[config.mk]
export PLATFORM = sky130hd
export DESIGN_NAME = serial_subtractor_ctrl
export DESIGN_NICKNAME = d
export VERILOG_FILES = /design/src/rtl/serial_subtractor_ctrl_pkg.sv /design/src/rtl/full_subtractor.sv /design/src/rtl/half_subtractor.sv /design/src/rtl/serial_subtractor_ctrl.sv
export SDC_FILE = /design/constraint.sdc
export NUM_CORES = 1
export LEC_CHECK = 0
export CAP_MARGIN = 10
export CELL_PAD_IN_SITES_DETAIL_PLACEMENT = 1
export CELL_PAD_IN_SITES_GLOBAL_PLACEMENT = 2
export CORE_MARGIN = 2
export CORE_UTILIZATION = 28
export CTS_CLUSTER_DIAMETER = 120
export DETAILED_ROUTE_END_ITERATION = 6
export GPL_TIMING_DRIVEN = 1
export PLACE_DENSITY_LB_ADDON = 0.1
export SYNTH_ARGS = -nofsm -noshare
export SYNTH_HDL_FRONTEND = slang
export SYNTH_HIERARCHICAL = 1
export SYNTH_SLANG_ARGS = --single-unit
[constraint.sdc]
create_clock -name clk -period 1.3 [get_ports clk]
set_input_delay 0.26 -clock clk [delete_from_list [all_inputs] [get_ports clk]]
set_output_delay 0.26 -clock clk [all_outputs]
set_load 0.05 [all_outputs]
[src/rtl/serial_subtractor_ctrl_pkg.sv]
// rtl/serial_subtractor_ctrl_pkg.sv - shared FSM encodings and default width for the serial subtractor
package serial_subtractor_ctrl_pkg;

   localparam int DEFAULT_WIDTH = 8;

   typedef enum logic [1:0] {
      IDLE = 2'd0,
      RUN  = 2'd1,
      DONE = 2'd2
   } state_t;

endpackage

[src/rtl/full_subtractor.sv]
// rtl/full_subtractor.sv - full subtract cell from two half subtractors and an OR of their borrows
module full_subtractor (
   input  logic a,
   input  logic b,
   input  logic bin,
   output logic d,
   output logic bout
);

   logic d1;
   logic b1;
   logic b2;

   half_subtractor u_hs_ab (
      .a    (a),
      .b    (b),
      .d    (d1),
      .bout (b1)
   );

   half_subtractor u_hs_bin (
      .a    (d1),
      .b    (bin),
      .d    (d),
      .bout (b2)
   );

   assign bout = b1 | b2;

endmodule

[src/rtl/half_subtractor.sv]
// rtl/half_subtractor.sv - single-bit half subtractor: a - b with borrow
module half_subtractor (
   input  logic a,
   input  logic b,
   output logic d,
   output logic bout
);

   assign d    = a ^ b;
   assign bout = ~a & b;

endmodule

[src/rtl/serial_subtractor_ctrl.sv]
// rtl/serial_subtractor_ctrl.sv - bit-serial unsigned subtractor, LSB first, start/done handshake
module serial_subtractor_ctrl
   import serial_subtractor_ctrl_pkg::*;
#(
   parameter int WIDTH = DEFAULT_WIDTH,
   parameter int CNT_W = $clog2(WIDTH)
) (
   input  logic             clk,
   input  logic             reset_n,
   input  logic             start,
   input  logic [WIDTH-1:0] operand_a,
   input  logic [WIDTH-1:0] operand_b,
   output logic             busy,
   output logic             done,
   output logic [WIDTH-1:0] difference,
   output logic             borrow_out,
   output logic             zero
);

   state_t             state;
   state_t             state_next;
   logic [WIDTH-1:0]   a_sh;
   logic [WIDTH-1:0]   b_sh;
   logic [WIDTH-1:0]   r_sh;
   logic [WIDTH-1:0]   r_next;
   logic [CNT_W-1:0]   bit_cnt;
   logic               borrow_q;
   logic               d_bit;
   logic               borrow_next;
   logic               accept;
   logic               last_bit;

   full_subtractor u_cell (
      .a    (a_sh[0]),
      .b    (b_sh[0]),
      .bin  (borrow_q),
      .d    (d_bit),
      .bout (borrow_next)
   );

   assign accept   = (state == IDLE) && start;
   assign last_bit = (state == RUN) && (bit_cnt == CNT_W'(WIDTH - 1));
   // Bits arrive LSB first, so each new bit enters at the MSB and drifts down.
   assign r_next   = {d_bit, r_sh[WIDTH-1:1]};

   always_ff @(posedge clk) begin
      if (!reset_n) begin
         state <= IDLE;
      end else begin
         state <= state_next;
      end
   end

   always_comb begin
      state_next = state;
      busy       = 1'b0;
      done       = 1'b0;
      case (state)
         IDLE: begin
            if (start) begin
               state_next = RUN;
            end
         end
         RUN: begin
            busy = 1'b1;
            if (last_bit) begin
               state_next = DONE;
            end
         end
         DONE: begin
            busy       = 1'b1;
            done       = 1'b1;
            state_next = IDLE;
         end
         default: begin
            state_next = IDLE;
         end
      endcase
   end

   always_ff @(posedge clk) begin
      if (!reset_n) begin
         a_sh       <= '0;
         b_sh       <= '0;
         r_sh       <= '0;
         bit_cnt    <= '0;
         borrow_q   <= 1'b0;
         difference <= '0;
         borrow_out <= 1'b0;
         zero       <= 1'b0;
      end else if (accept) begin
         a_sh     <= operand_a;
         b_sh     <= operand_b;
         r_sh     <= '0;
         bit_cnt  <= '0;
         borrow_q <= 1'b0;
      end else if (state == RUN) begin
         a_sh     <= a_sh >> 1;
         b_sh     <= b_sh >> 1;
         r_sh     <= r_next;
         borrow_q <= borrow_next;
         if (last_bit) begin
            // Counter parks at zero instead of running past WIDTH-1.
            bit_cnt    <= '0;
            difference <= r_next;
            borrow_out <= borrow_next;
            zero       <= (r_next == '0);
         end else begin
            bit_cnt <= bit_cnt + CNT_W'(1);
         end
      end
   end

endmodule

==> results of run 1 <==
==> worst paths after layout <==
path	startpoint	depth (start not counted)	slack [ps]	end
worst max-delay path	a_sh[0]	9	-140	zero
worst min-delay path	b_sh[7]	2	490	b_sh[7]
worst max register to register	a_sh[0]	9	-140	zero
worst min register to register	b_sh[7]	2	490	b_sh[7]
==> metrics by stage <==
step                std cells  util [%]  worst slack [ps]
floorplan                 186         -              -123
global placement          297      39.9              -180
detailed placement        297      39.9              -292
CTS                       309      45.2              -221
global route              317      47.7              -219
finish                    317      47.7              -138
==> critical path: cells and delay by family, from the launching register on <==
kind / cells / cell delay, ps
adder cells (fa/ha/maj): 2 / 450
flip-flops: 1 / 340
AND/OR/NAND/NOR: 2 / 280
buffers and inverters: 4 / 160
AO/OA/AOI/OAI: 1 / 150
==> power breakdown <==
part	switching (mW)	internal (mW)
combinational	1.35	1.64
clock	0.421	0.563
sequential	0.154	1.42
total	1.92	3.62
==> flip-flops by register name, indices dropped and copies added (netlist names) <==
signal	flops
bit_cnt	3
zero	1
borrow_q	1
b_sh	8
state	2
r_sh	7
borrow_out	1
a_sh	8
difference	8
==> final cells by class <==
type | instances | area, µm²
well taps | 75 | 93.8
flip-flops and latches | 39 | 791
clock inverters | 1 | 30.0
inverters | 7 | 31.3
clock buffers | 6 | 72.6
repair buffers | 61 | 787
fillers | 644 | 3130
multi-input cells | 128 | 1050
==> per-layer routing <==
| metal | vias to the layer above | share of wire, % | wire length (µm) |
|---|---|---|---|
| met5 | - | 0 | 0 |
| met4 | 0 | 2.0 | 99 |
| met3 | 8 | 3.2 | 154 |
| met2 | 23 | 48 | 2350 |
| met1 | 735 | 47 | 2270 |
| li1 | 765 | - | - |
==> cells in the mapped netlist <==
| master | n |
|---|---|
| or2_1 | 1 |
| buf_4 | 1 |
| a21oi_1 | 15 |
| nand4_1 | 1 |
| inv_2 | 1 |
| mux2_2 | 1 |
| a211oi_2 | 2 |
| nor4_1 | 2 |
| buf_1 | 1 |
| a211oi_1 | 12 |
| buf_6 | 2 |
| inv_1 | 6 |
| o21ai_0 | 2 |
| nand3_1 | 11 |
| dfxtp_1 | 39 |
| and2b_1 | 1 |
| buf_2 | 5 |
| nand2b_1 | 2 |
| nor2_1 | 25 |
| mux2i_1 | 23 |
| nor2b_1 | 2 |
| nand3b_1 | 2 |
| and2_1 | 2 |
| nand2_2 | 1 |
| nand2_1 | 4 |
| clkbuf_1 | 2 |
| buf_8 | 1 |
| o21ai_1 | 10 |
| ha_1 | 9 |
==> cells by family after synthesis <==
logic type | synth area share, %
compound gates | 14.3
buf+inv | 6.16
flops | 44.7
mux | 13.8
fa+ha+maj | 6.44
simple gates | 14.6
==> timing repair <==
item,CTS,global route
setup endpoints to repair,41,29
gates cloned,2,0
pin swaps,13,18
setup buffers,4,9
gates resized for setup,36,25
==> flow_summary_export.csv, run 1 <==
group,metric,value,unit
sta,tns,-490,ps
job,maxCapViolations,0,
power,power,5.55,mW
run_status,violations,"setup timing",
synth,synth_top_area_share,44.7,%
sta,slew_headroom,64.1,%
clock_tree,clk_pin_slew,80,ps
cells_and_area,layout_commonest_cell,"dfxtp_1",
sta,fmax,695,MHz
run_status,status,"finished with violations",
floorplan,chipHeight,83.0,µm
global_routing,met2_usage,24.6,%
setup_path,path_class,"reg -> reg",
synth,synth.area.top_cells,"dfxtp_1 45%, mux2i_1 13%, ha_1 6.4%",
global_routing,grt_busiest_layer,"met2",
global_routing,grt_util_met1,19.3,%
clock_tree,clock-sinks,39,
floorplan,die_area,6890,µm²
power,p_per_area,1940,nW/µm²
floorplan,die_w,83.0,µm
sta,finalHoldViolCount,0,
cells_and_area,final_area,2860,µm²
clock_tree,cts_max_level,2,
drt,wire_per_inst,15.4,µm
placed_design,dp_hpwl,3.14,mm
global_routing,grt_usage,15.1,%
setup_path,slowest_delay,340,ps
setup_path,cp_common_cell,"inv_2",
global_routing,antenna_found_initial,0,
cells_and_area,nets,270,
cells_and_area,diodes,0,
synth,synth_top_area_cell,"dfxtp_1",
floorplan,coreArea,5990,µm²
clock_tree,cts.path.max_buffers,2,
drt,dr.pass1.iters,4,
drt,ant_nets,0,
sta,slew_violations,0,
floorplan,initial_core_util,29.2,%
clock_tree,cts_hold_buf,0,
global_routing,grt_max_degree,29,
cells_and_area,area_growth,63.6,%
cells_and_area,drive_gt1_share,38.0,%
sta,holdWs,491,ps
setup_path,critPathMaxFanout,2,
global_routing,gr-total-overflow,0,
sta,finalCriticalPeriod,1440,ps
drt,drt-initial-drc-count,83,
min_path,hold_class,"reg -> reg",
clock_tree,worstSkewPairLatency,290,ps
sta,setup_viol,8,
setup_path,slowest_stage,"dfxtp_2",
power,peakVddDrop,1.11,mV
clock_tree,cts-root-buf,"clkbuf_8",
synth,synth_seq_area_share,44.7,%
global_routing,grt_pass1_vias,1641,
drt,routed_wl,4.88,mm
setup_path,worstPathCellList,"inv_2 -> ha_4 -> inv_2 -> inv_2 -> ha_4 -> inv_2 -> nor4_4 -> nand4_1 -> a21oi_2",
synth,yosysUniqueCellTypes,29,
synth,syn_area_per_cell,9.40,µm²
placed_design,io_buffers,30,
synth,synthCells,186,
setup_path,cp_data_required_time,1520,ps
setup_path,endpoint_kind,"flip-flop",
setup_path,crit_arrival,1660,ps
placed_design,place_area,2390,µm²
clock_tree,cts_tree,"yes",
drt,viasPerCell,4.83,
synth,synth_area,1750,µm²
floorplan,io_pins,31,
power,p_leak,1.05,nW
cells_and_area,layout_common_cells,"33 x dfxtp_1, 24 x nor2_1, 23 x mux2i_1, 19 x buf_12, 18 x clkdlybuf4s50_1",
clock_tree,numCtsBuffers,5,
setup_path,start_kind,"flip-flop",
placed_design,gp_congestion,0.817,
sta,worstMarginPinSlew,538,ps
sta,grt_setup_unrepaired,"true",
synth,synthesis.nets,214,
floorplan,rows,28,
drt,vias,1531,
synth,synth-seq-cells,39,
sta,min_period_over_period,111,%
sta,setup_slack,-138,ps
synth,yosys_warnings,6,
global_routing,use_met3,3.98,%
sta,clock_skew,6.50,ps
global_routing,grt_pass1_wl,8.38,mm
drt,drc_errors,0,
Note: power is estimated with default switching activity, not from simulation.
==> inputs of run 2 (changes only) <==
GPL_TIMING_DRIVEN = not set   (was 1)
==> results of run 2 <==
Final layout, timing and power as in run 1 (identical DEF).
